<file path="src/rtl/sine_dac_sequencer.sv">
// Sine-wave DAC sequencer: a phase accumulator addresses an external sine ROM.
// Samples are paced by a programmable divider and handed to the DAC over a valid/ready handshake.
module sine_dac_sequencer #(
  parameter int ADDR_W = 8,
  parameter int DATA_W = 32,
  parameter int ACC_W  = 24,
  parameter int DIV_W  = 16
) (
  input  logic              clk,
  input  logic              rst,
  input  logic              start,
  input  logic              stop,
  input  logic              cfg_load,
  input  logic [ACC_W-1:0]  cfg_step,
  input  logic [DIV_W-1:0]  cfg_div,
  output logic [ADDR_W-1:0] rom_addr,
  input  logic [DATA_W-1:0] rom_data,
  output logic [DATA_W-1:0] dac_data,
  output logic              dac_valid,
  input  logic              dac_ready,
  output logic              busy,
  output logic              wrap
);

  localparam logic [2:0] S_IDLE    = 3'd0;
  localparam logic [2:0] S_PACE    = 3'd1;
  localparam logic [2:0] S_FETCH   = 3'd2;
  localparam logic [2:0] S_LATCH   = 3'd3;
  localparam logic [2:0] S_PRESENT = 3'd4;

  logic [2:0]        r_state;
  logic [ACC_W-1:0]  r_phase;
  logic [ACC_W-1:0]  r_step;
  logic [DIV_W-1:0]  r_div;
  logic [DIV_W-1:0]  r_cnt;
  logic              r_stop_pend;
  logic [DATA_W-1:0] r_dac_data;
  logic              r_dac_valid;
  logic              r_wrap;

  logic              w_xfer;
  logic              w_stop_req;
  logic [ACC_W:0]    w_sum;

  assign w_xfer     = r_dac_valid & dac_ready;
  // A stop arriving in the very cycle of the transfer still ends the run there.
  assign w_stop_req = r_stop_pend | stop;
  assign w_sum      = {1'b0, r_phase} + {1'b0, r_step};

  assign rom_addr  = r_phase[ACC_W-1 -: ADDR_W];
  assign dac_data  = r_dac_data;
  assign dac_valid = r_dac_valid;
  assign busy      = (r_state != S_IDLE);
  assign wrap      = r_wrap;

  // Step/div are shadow registers: a load never disturbs an update already in flight.
  always_ff @(posedge clk or posedge rst) begin
    if (rst) begin
      r_step <= '0;
      r_div  <= '0;
    end else if (cfg_load) begin
      r_step <= cfg_step;
      r_div  <= cfg_div;
    end
  end

  // NOTE: sequential state uses non-blocking assignments so every register samples
  // pre-edge values; later assignments in the same block override earlier defaults.
  always_ff @(posedge clk or posedge rst) begin
    if (rst) begin
      r_state     <= S_IDLE;
      r_phase     <= '0;
      r_cnt       <= '0;
      r_stop_pend <= 1'b0;
      r_dac_data  <= '0;
      r_dac_valid <= 1'b0;
      r_wrap      <= 1'b0;
    end else begin
      r_wrap <= 1'b0;
      if (r_state != S_IDLE && stop)
        r_stop_pend <= 1'b1;

      case (r_state)
        S_IDLE: begin
          if (start && !stop) begin
            r_state <= S_PACE;
            r_cnt   <= r_div;
          end
        end
        S_PACE: begin
          if (r_cnt == '0)
            r_state <= S_FETCH;
          else
            r_cnt <= r_cnt - 1'b1;
        end
        S_FETCH: r_state <= S_LATCH;
        S_LATCH: begin
          r_dac_data  <= rom_data;
          r_dac_valid <= 1'b1;
          r_state     <= S_PRESENT;
        end
        S_PRESENT: begin
          if (w_xfer) begin
            r_dac_valid <= 1'b0;
            r_phase     <= w_sum[ACC_W-1:0];
            r_wrap      <= w_sum[ACC_W];
            if (w_stop_req) begin
              r_state     <= S_IDLE;
              r_stop_pend <= 1'b0;
            end else begin
              r_state <= S_PACE;
              r_cnt   <= r_div;
            end
          end
        end
        default: r_state <= S_IDLE;
      endcase
    end
  end

endmodule

</file>
<file path="config.mk">
export PLATFORM = sky130hd
export DESIGN_NAME = sine_dac_sequencer
export DESIGN_NICKNAME = d
export VERILOG_FILES = /design/src/rtl/sine_dac_sequencer.sv
export SDC_FILE = /design/constraint.sdc
export NUM_CORES = 1
export LEC_CHECK = 0
export BUFFER_PORTS_ARGS = -buffer_cell sky130_fd_sc_hd__buf_2
export CORE_MARGIN = 4
export CORE_UTILIZATION = 50
export DETAILED_ROUTE_END_ITERATION = 8
export GPL_ROUTABILITY_DRIVEN = 0
export PLACE_DENSITY = 0.8
export SYNTH_ARGS = -nofsm -noshare
export SYNTH_HDL_FRONTEND = slang
export SYNTH_SLANG_ARGS = --single-unit
</file>
<file path="constraint.sdc">
create_clock -name clk -period 3.06 [get_ports clk]
set_clock_uncertainty 0.1 [all_clocks]
set_input_delay 0 -clock clk [delete_from_list [all_inputs] [get_ports clk]]
set_output_delay 0 -clock clk [all_outputs]
set_load 0.02 [all_outputs]
</file>
Word level (Yosys, flattened, before mapping)
Index checks and enable logic that the tools add are counted.
{ "totals": {"regBits": 118, "in_bits": 78, "output_inout_bits": 43, "word_cells": 52} }
{ "classes": {"addsub": 2, "eq_ne": 9, "mux": 18, "bitwise": 2, "n_reduce_logical": 12} }
{ "op_table": {"columns": ["operator", "count"], "rows": [
  ["16-bit two-way mux", 4],
  ["16-bit case mux with 3 select lines", 1],
  ["24-bit by 24-bit adder with 25-bit output", 1],
  ["16-bit logical NOT", 1],
  ["16-bit by 1-bit subtractor with 16-bit output, second input constant", 1],
  ["3-bit case mux with 5 select lines", 1],
  ["2-bit != test, second input constant", 5],
  ["3-bit two-way mux", 3],
  ["1-bit two-way mux", 8],
  ["3-bit by 2-bit equality test with 1-bit output, second input constant", 2],
  ["3-bit nonzero test", 2],
  ["5-bit AND reduction", 1],
  ["2-bit AND reduction", 2],
  ["3-bit by 1-bit equality test with 1-bit output, second input constant", 1],
  ["3-bit equality test, second input constant", 1],
  ["3-bit logical NOT", 1],
  ["3-bit AND reduction", 1],
  ["1-bit logical AND", 2],
  ["1-bit case mux with 2 select lines", 1],
  ["2-bit nonzero test", 1],
  ["1-bit bitwise AND", 1],
  ["1-bit logical NOT", 1],
  ["1-bit bitwise OR", 1]
]} }

Depth between registers and ports, before layout
Gate-level depths: netlist of the first run.
{ "depth": {"ltp_word": 6, "ltp_mapped": 8, "ltp_nobuf": 8} }

Least setup slack after synthesis of the first run
Ideal clock, no wire load.
{ "synth_path": {"path_type": "register -> register", "start": "reg r_phase[0]", "end": "reg r_phase[16]", "setup_ns": 0.133, "arrival_time_ns": 2.091, "required_ns": 2.827, "path_slack_ns": 0.735, "stages_incl_launch_ff": 9, "path_buffers": 0, "synth_period_minus_slack_ns": 2.325, "cell_sequence": "dfrtp_1 > ha_1 > fa_1 > a211oi_1 > o211ai_1 > a31oi_1 > o221ai_1 > xnor2_1 > o21ai_0"} }
{ "synth_via": {"elab_chain_cells": 1} }
{ "synth_lines": {"columns": ["item", "line", "source"], "rows": [
  ["start, declared", "32", "logic [ACC_W-1:0] r_phase;"],
  ["start signal, assigned", "105", "r_phase <= w_sum[ACC_W-1:0];"],
  ["24-bit by 24-bit adder with 25-bit output", "48", "assign w_sum = {1'b0, r_phase} + {1'b0, r_step};"]
]} }
No other way between the ends.
A chain may end at the register's enable or synchronous reset.

Worst setup path in the final report of the first run
Ends and elaborated chain as after synthesis.

==> flow_summary.yaml, run 1 <==
sta:
  setup_slack_ns: 0.412
  timing_worst_slew_pin_value_ns: 1.11
  grt_setup_unrepaired: "no"
  final_hold_vio_count: 0
  timing.setup.tns_ns: 0
  max_freq_ghz: 0.378
  slew_violations: 0
  layout_min_cycle_time_ns: 2.65
  timing.final.crit_share_pct: 86.5
  final_number_of_setup_violating_endpoints: 0
  relSlewSlack_pct: 26.0
cells_and_area:
  antenna-diode-count: 0
  drive_gt1_share_pct: 31.1
  finalNetCount: 879
  area_growth_pct: 32.8
  utilization_pct: 68.5
  final_cell_count_without_fillers: 955
critical_path:
  cp_slowest_cell: "fa_1"
  arrival_ns: 2.81
  critPathCaptureType: "flop"
  critical_path_required_ns: 3.23
  critPathLaunchType: "flop"
  crit_buf_inv: 0
  cpPeakStageDelay_ns: 0.43
  crit_chain: "ha_1 > fa_1 > a211oi_1 > o211ai_1 > a31oi_1 > o221ai_1 > xnor2_1 > o21ai_0"
  path_delay_family: "compound AO/OA/AOI/OAI gates"
  crit_type: "reg2reg"
  highest_net_fanout_along_the_worst_path: 3
power_and_ir_drop:
  power-per-cell-area_mw_per_mm2: 614
  peakVddDrop_mv: 0.394
  combPwrFrac_pct: 20.2
  switching_share_pct: 29.4
  total_switching_power_mw: 1.51
  leakage_nw: 3.76
  internal-power_mw: 3.61
  pwr-share-seq_pct: 38.4
  clockPowerShare_pct: 41.4
clock_tree:
  post_cts.repair.setup_buffers: 0
  tritoncts: "yes"
  number_of_cells_upsized_or_downsized_after_cts: 0
  clk_path_buf_depth: 2
  cts-hold-fix-buffers: 77
  cts.clk_slew.worst_paths_ns: 0.06
  clock_latency_ns: 0.41
  clock_sinks: 118
  tritoncts.num_buffers: 17
  maximum_level_of_the_cts_h_tree: 4
  cts_root_buffer: "clkbuf_16"
routing:
  remaining_drc_errors: 0
  drt_first_pass_iters: 5
  drt-wirelength-per-cell_um: 16.9
  postRouteWirelength_mm: 16.2
  detail-route-antenna-nets: 0
  drt_iter0_markers: 582
  dr_total_vias: 5385
  avgViaCountPerCell: 5.64
placed_design:
  placed_cell_count: 846
  dp_slack_ns: 0.503
  io_buffers: 120
  dp_hpwl_mm: 10.4
synthesis:
  synth.lib_cells_used.distinct: 62
  synth_top_cells_by_area: "dfrtp_1 47%, mux2_2 13%, ha_1 5.2%"
  yosys_warnings: 0
  synth_cells: 590
  synth_area_mm2: 0.00627
  synthFlopType: "dfrtp_1"
  yosysSeqAreaShare_pct: 47.1
  ys_seq_elements: 118
  ys_async_sr_fraction_pct: 100
  synth_enable_flop_cells: 0
  syn-mean-instance-area_um2: 10.6
  post_synthesis_net_count: 695
  synth.largest_area_cell: "dfrtp_1"
  yosysTopAreaCellShare_pct: 47.1
global_routing:
  globalRoute.busiestLayer: "met2"
  grt_util_all_layers_pct: 23.3
  grt_pass1_wl_mm: 27.2
  met2_demand_to_capacity_share_in_global_routing_pct: 40.1
  grt_pass1_vias: 5585
  initial_antenna_violation_count: 0
  grt_util_met1_pct: 28.2
  gr-usage-met3_pct: 5.09
  grt_start_max_net_pins: 56
  global_route.overflow_total: 0
floorplanning:
  fp.dieH_um: 120
  fp.dieArea_mm2: 0.0144
  initial_utilization_pct: 51.6
  core_mm2: 0.0122
  floorplan.io_pins: 121
  floorplan.die.width_um: 120
  core.rowCount: 40
outcome:
  outcome: "completed"
min_path:
  min_path_type: "in2reg"
job:
  cap_viol_max_count: 0
cell usage in the layout (no fill, tap or decap), types with 7 or more instances in the layout:
master,count
dlygate4sd3_1,77
xnor2_1,10
mux2_2,72
nand4_1,8
clkbuf_16,17
o21ai_0,44
ha_1,26
a21oi_1,46
xor2_1,7
inv_1,12
nor2_1,25
buf_2,120
nand2_1,52
dfrtp_1,118
nand3_1,18
a211oi_1,10
sequential cells by signal, summed over array words and instances, names as in the netlist:
| register | count |
|---|---|
| dac_data | 32 |
| r_phase | 24 |
| r_step | 24 |
| r_cnt | 16 |
| r_div | 16 |
| r_state | 3 |
| dac_valid | 1 |
| r_stop_pend | 1 |
| wrap | 1 |
final timing paths:
| path | from | to | slack (ns) | depth (start not counted) |
|---|---|---|---|---|
| setup / recovery | r_phase[0] | r_phase[16] | 0.41 | 8 |
| hold / removal | cfg_step[7] | r_step[7] | 0.25 | 3 |
| setup reg to reg | r_phase[0] | r_phase[16] | 0.41 | 8 |
| hold reg to reg | r_phase[4] | r_phase[4] | 0.39 | 2 |
| max in group asynchronous | rst | r_stop_pend | 1.76 | 4 |
| min in group asynchronous | rst | r_phase[23] | 0.31 | 3 |
per-stage QoR:
step | hold WS, ns | power [mW] | instance area [µm²]
4_1_cts | 0.225 | 5.12 | 8330
3_5_place_dp | 0.136 | 2.91 | 6930
6_report | 0.251 | 5.11 | 8330
3_3_place_gp | 0.132 | 2.85 | 6930
5_1_grt | 0.254 | 5.36 | 8330
2_1_floorplan | 0.0486 | 2.66 | 6270
cells in the mapped netlist, types with 2 or more instances:
| cell type | count |
|---|---|
| dfrtp_1 | 118 |
| mux2_2 | 72 |
| nand2_1 | 52 |
| a21oi_1 | 46 |
| o21ai_0 | 44 |
| ha_1 | 26 |
| nor2_1 | 25 |
| nand3_1 | 18 |
| inv_1 | 13 |
| buf_2 | 12 |
| clkbuf_1 | 11 |
| a211oi_1 | 10 |
| xnor2_1 | 10 |
| buf_4 | 8 |
| nand4_1 | 8 |
| xor2_1 | 7 |
| a21o_1 | 6 |
| a22oi_1 | 6 |
| nor3_1 | 6 |
| o211ai_1 | 6 |
| o21ai_1 | 5 |
| a31oi_1 | 4 |
| and2_1 | 4 |
| and3_1 | 4 |
| nor4_1 | 4 |
| o21a_1 | 4 |
| o31a_1 | 4 |
| o32ai_1 | 4 |
| or3_1 | 4 |
| buf_1 | 3 |
| buf_6 | 3 |
| o21ai_2 | 3 |
| o221ai_1 | 3 |
| o22ai_1 | 3 |
| o31ai_1 | 3 |
| mux2i_1 | 2 |
| nand2b_1 | 2 |
| nor3_4 | 2 |
| o2bb2ai_1 | 2 |
cells by family after synthesis:
family | after synthesis | share of synthesized area (%)
and+or+nand+nor | 142 | 11.6
DFF | 118 | 47.1
adders and majority gates | 27 | 5.51
xor gates and xnor gates | 17 | 2.37
muxes | 74 | 13.2
AOI/OAI and AO/OA | 162 | 16.2
buffers and inverters | 50 | 4.07
power by group through the flow:
stage | clock network (mW) | registers [mW] | logic (mW)
after floorplan | 0 | 1.96 | 0.698
after global placement | 0 | 1.96 | 0.889
after detailed placement | 0 | 1.98 | 0.931
after CTS | 2.14 | 1.95 | 1.02
after global routing | 2.21 | 1.99 | 1.16
final | 2.11 | 1.96 | 1.03
routing by layer:
layer,vias to the layer above,wire (µm)
met4,0,430
li1,2523,-
met1,2592,6580
met3,42,884
met2,228,8270
met5,-,0
cell type report:
| class | count | area (µm²) |
|---|---|---|
| Sequential cell | 118 | 2950 |
| Tap cell | 168 | 210 |
| Timing Repair Buffer | 202 | 1420 |
| Clock inverter | 15 | 203 |
| Multi-Input combinational cell | 422 | 3060 |
| Inverter | 13 | 52.6 |
| Fill cell | 879 | 3830 |
| Clock buffer | 17 | 425 |
worst register-to-register path: stages, from the launching register on:
cell and delay (ns):
dfrtp_1 0.38, ha_1 0.24, fa_1 0.44, a211oi_1 0.38
o211ai_1 0.23, a31oi_1 0.32, o221ai_1 0.18, xnor2_1 0.16
o21ai_0 0.08
Power figures use the tool's default switching activity.
==> inputs of run 2 (changes only) <==
Settings changed: ABC_CLOCK_PERIOD_IN_PS set to 3060, CORE_MARGIN 4 to unset.
==> run 2 against run 1 <==
Clock power shrank 3%. Sequential share of layout area rose by 0.12 points. Utilization up 0.056 points. Global-route usage up 2.2 points. Combinational power hardly changed. Flip-flop and latch count stayed put. Sequential power about the same. Non-clock buffer count is 2 lower. Register-to-register slack worse by 0.04 ns. Cell count decreased by 0.10%. Routed wire length down 3.0%. Worst hold slack worse by 0.025 ns. Critical endpoint unchanged.
==> flow_summary.yaml, run 2 (synthesized netlist as in run 1, its figures left out) <==
floorplanning:
  core.rowCount: 40
  core_mm2: 0.0121
  floorplan.die.width_um: 114
  initial_utilization_pct: 51.8
  fp.dieArea_mm2: 0.0130
  floorplan.io_pins: 121
  fp.dieH_um: 114
cells_and_area:
  multi_input_gate_area_in_the_final_layout_mm2: 0.00306
  area_growth_pct: 32.4
  finalNetCount: 877
  largest_register_ff_count: 32
  most_frequent_cells_in_the_layout: "120 x buf_2, 118 x dfrtp_1, 76 x dlygate4sd3_1"
  register_area_mm2: 0.00295
  nFillCells: 906
  layout.cells.most_common: "buf_2"
  drive_gt1_share_pct: 31.1
critical_path:
  highest_net_fanout_along_the_worst_path: 3
  critPathCaptureType: "flop"
  arrival_ns: 2.86
  crit_type: "reg2reg"
  critPathLaunchType: "flop"
  critical_path_required_ns: 3.23
global_routing:
  initial_antenna_violation_count: 1
  grt_start_max_net_pins: 119
  global_route.overflow_total: 0
  grt_pass1_vias: 5559
  grt_pass1_wl_mm: 26.0
  grt_util_all_layers_pct: 25.5
sta:
  final_number_of_setup_violating_endpoints: 0
  timing_worst_slew_pin_value_ns: 0.986
  final_hold_vio_count: 0
  grt_setup_unrepaired: "no"
  layout_min_cycle_time_ns: 2.69
  timing.final.crit_share_pct: 87.9
  relSlewSlack_pct: 34.3
  slew_violations: 0
  max_freq_ghz: 0.372
  timing.setup.tns_ns: 0
  hold-worst-slack_ns: 0.227
outcome:
  outcome: "completed"
clock_tree:
  maximum_level_of_the_cts_h_tree: 4
  cts-hold-fix-buffers: 76
  post_cts.repair.setup_buffers: 0
  tritoncts: "yes"
  tritoncts.num_buffers: 17
  clock_sinks: 118
  cts_root_buffer: "clkbuf_16"
  clock_latency_ns: 0.42
  number_of_cells_upsized_or_downsized_after_cts: 0
  cts.clk_slew.worst_paths_ns: 0.06
  clk_path_buf_depth: 2
routing:
  postRouteWirelength_mm: 15.7
  avgViaCountPerCell: 5.67
  drt_first_pass_iters: 5
  drt_iter0_markers: 412
  drt-wirelength-per-cell_um: 16.4
  detail-route-antenna-nets: 0
  remaining_drc_errors: 0
  dr_total_vias: 5407
placed_design:
  io_buffers: 120
  dp_hpwl_mm: 9.78
power_and_ir_drop:
  peakVddDrop_mv: 0.445
  leakage_nw: 3.74
  power-per-cell-area_mw_per_mm2: 608
min_path:
  min_path_type: "in2async"
job:
  cap_viol_max_count: 0
==> run 2: cell count changes in the layout (fill, tap and decap cells not counted), sizes merged <==
cell	before	now
clkinvlp	3	6
clkinv	6	4
buf	125	124
bufinv	4	3
clkbuf	17	18
diode	0	1
dlygate4sd3	77	76
inv	15	14
==> run 2: metrics by stage <==
| stage | cells | power, mW | instance area (µm²) | worst slack, ns | utilization (%) |
|---|---|---|---|---|---|
| finish | 954 | 5.05 | 8300 | 0.370 | 68.5 |
| CTS | 953 | 5.05 | 8300 | 0.401 | 68.5 |
| global placement | 845 | 2.84 | 6920 | 0.538 | 57.1 |
| detailed placement | 845 | 2.90 | 6920 | 0.448 | 57.1 |
| global route | 954 | 5.27 | 8300 | 0.138 | 68.5 |
| floorplan | 590 | 2.66 | 6270 | 0.735 | - |
==> run 2: power by group <==
group / internal [mW] / switching [mW] / total [mW]
Sequential: 1.77 / 0.198 / 1.97
Combinational: 0.473 / 0.556 / 1.03
Clock: 1.31 / 0.748 / 2.05
==> run 2: metal layers <==
| metal | global-route usage [%] | vias to the layer above | wire length, µm | share of wire [%] |
|---|---|---|---|---|
| met2 | 44.4 | 194 | 8110 | 52 |
| met5 | 0 | - | 0 | 0 |
| met1 | 29.7 | 2649 | 6340 | 40 |
| met3 | 5.69 | 42 | 746 | 4.8 |
| li1 | - | 2522 | - | - |
| met4 | 12.4 | 0 | 480 | 3.1 |
==> run 2: worst max-delay path, cell delays in order, from the launching register on <==
cell,delay (ns)
dfrtp_1,0.39
ha_1,0.23
fa_1,0.43
a211oi_1,0.38
o211ai_1,0.23
a31oi_1,0.32
o221ai_1,0.19
xnor2_1,0.18
o21ai_0,0.10
==> run 2: cell type report <==
class | instances | share of cell area, %
timing repair buffer | 200 | 16.9
inverter | 13 | 0.633
clock inverter | 14 | 2.13
tap | 168 | 2.53
sequential | 118 | 35.6
multi-input combinational | 422 | 36.9
clock buffer | 18 | 5.29
antenna | 1 | 0.0301
==> run 2: path summary, 6_finish.rpt <==
| path | startpoint | endpoint | slack, ns | cells after the start |
|---|---|---|---|---|
| worst max-delay path | r_step[0] | r_phase[16] | 0.37 | 8 |
| worst min-delay path | rst | r_step[22] | 0.23 | 4 |
| worst max register to register | r_step[0] | r_phase[16] | 0.37 | 8 |
| worst min register to register | r_phase[2] | r_phase[2] | 0.39 | 2 |
| max in group asynchronous | rst | r_div[6] | 2.19 | 4 |
| min in group clk | cfg_step[12] | r_step[12] | 0.24 | 3 |
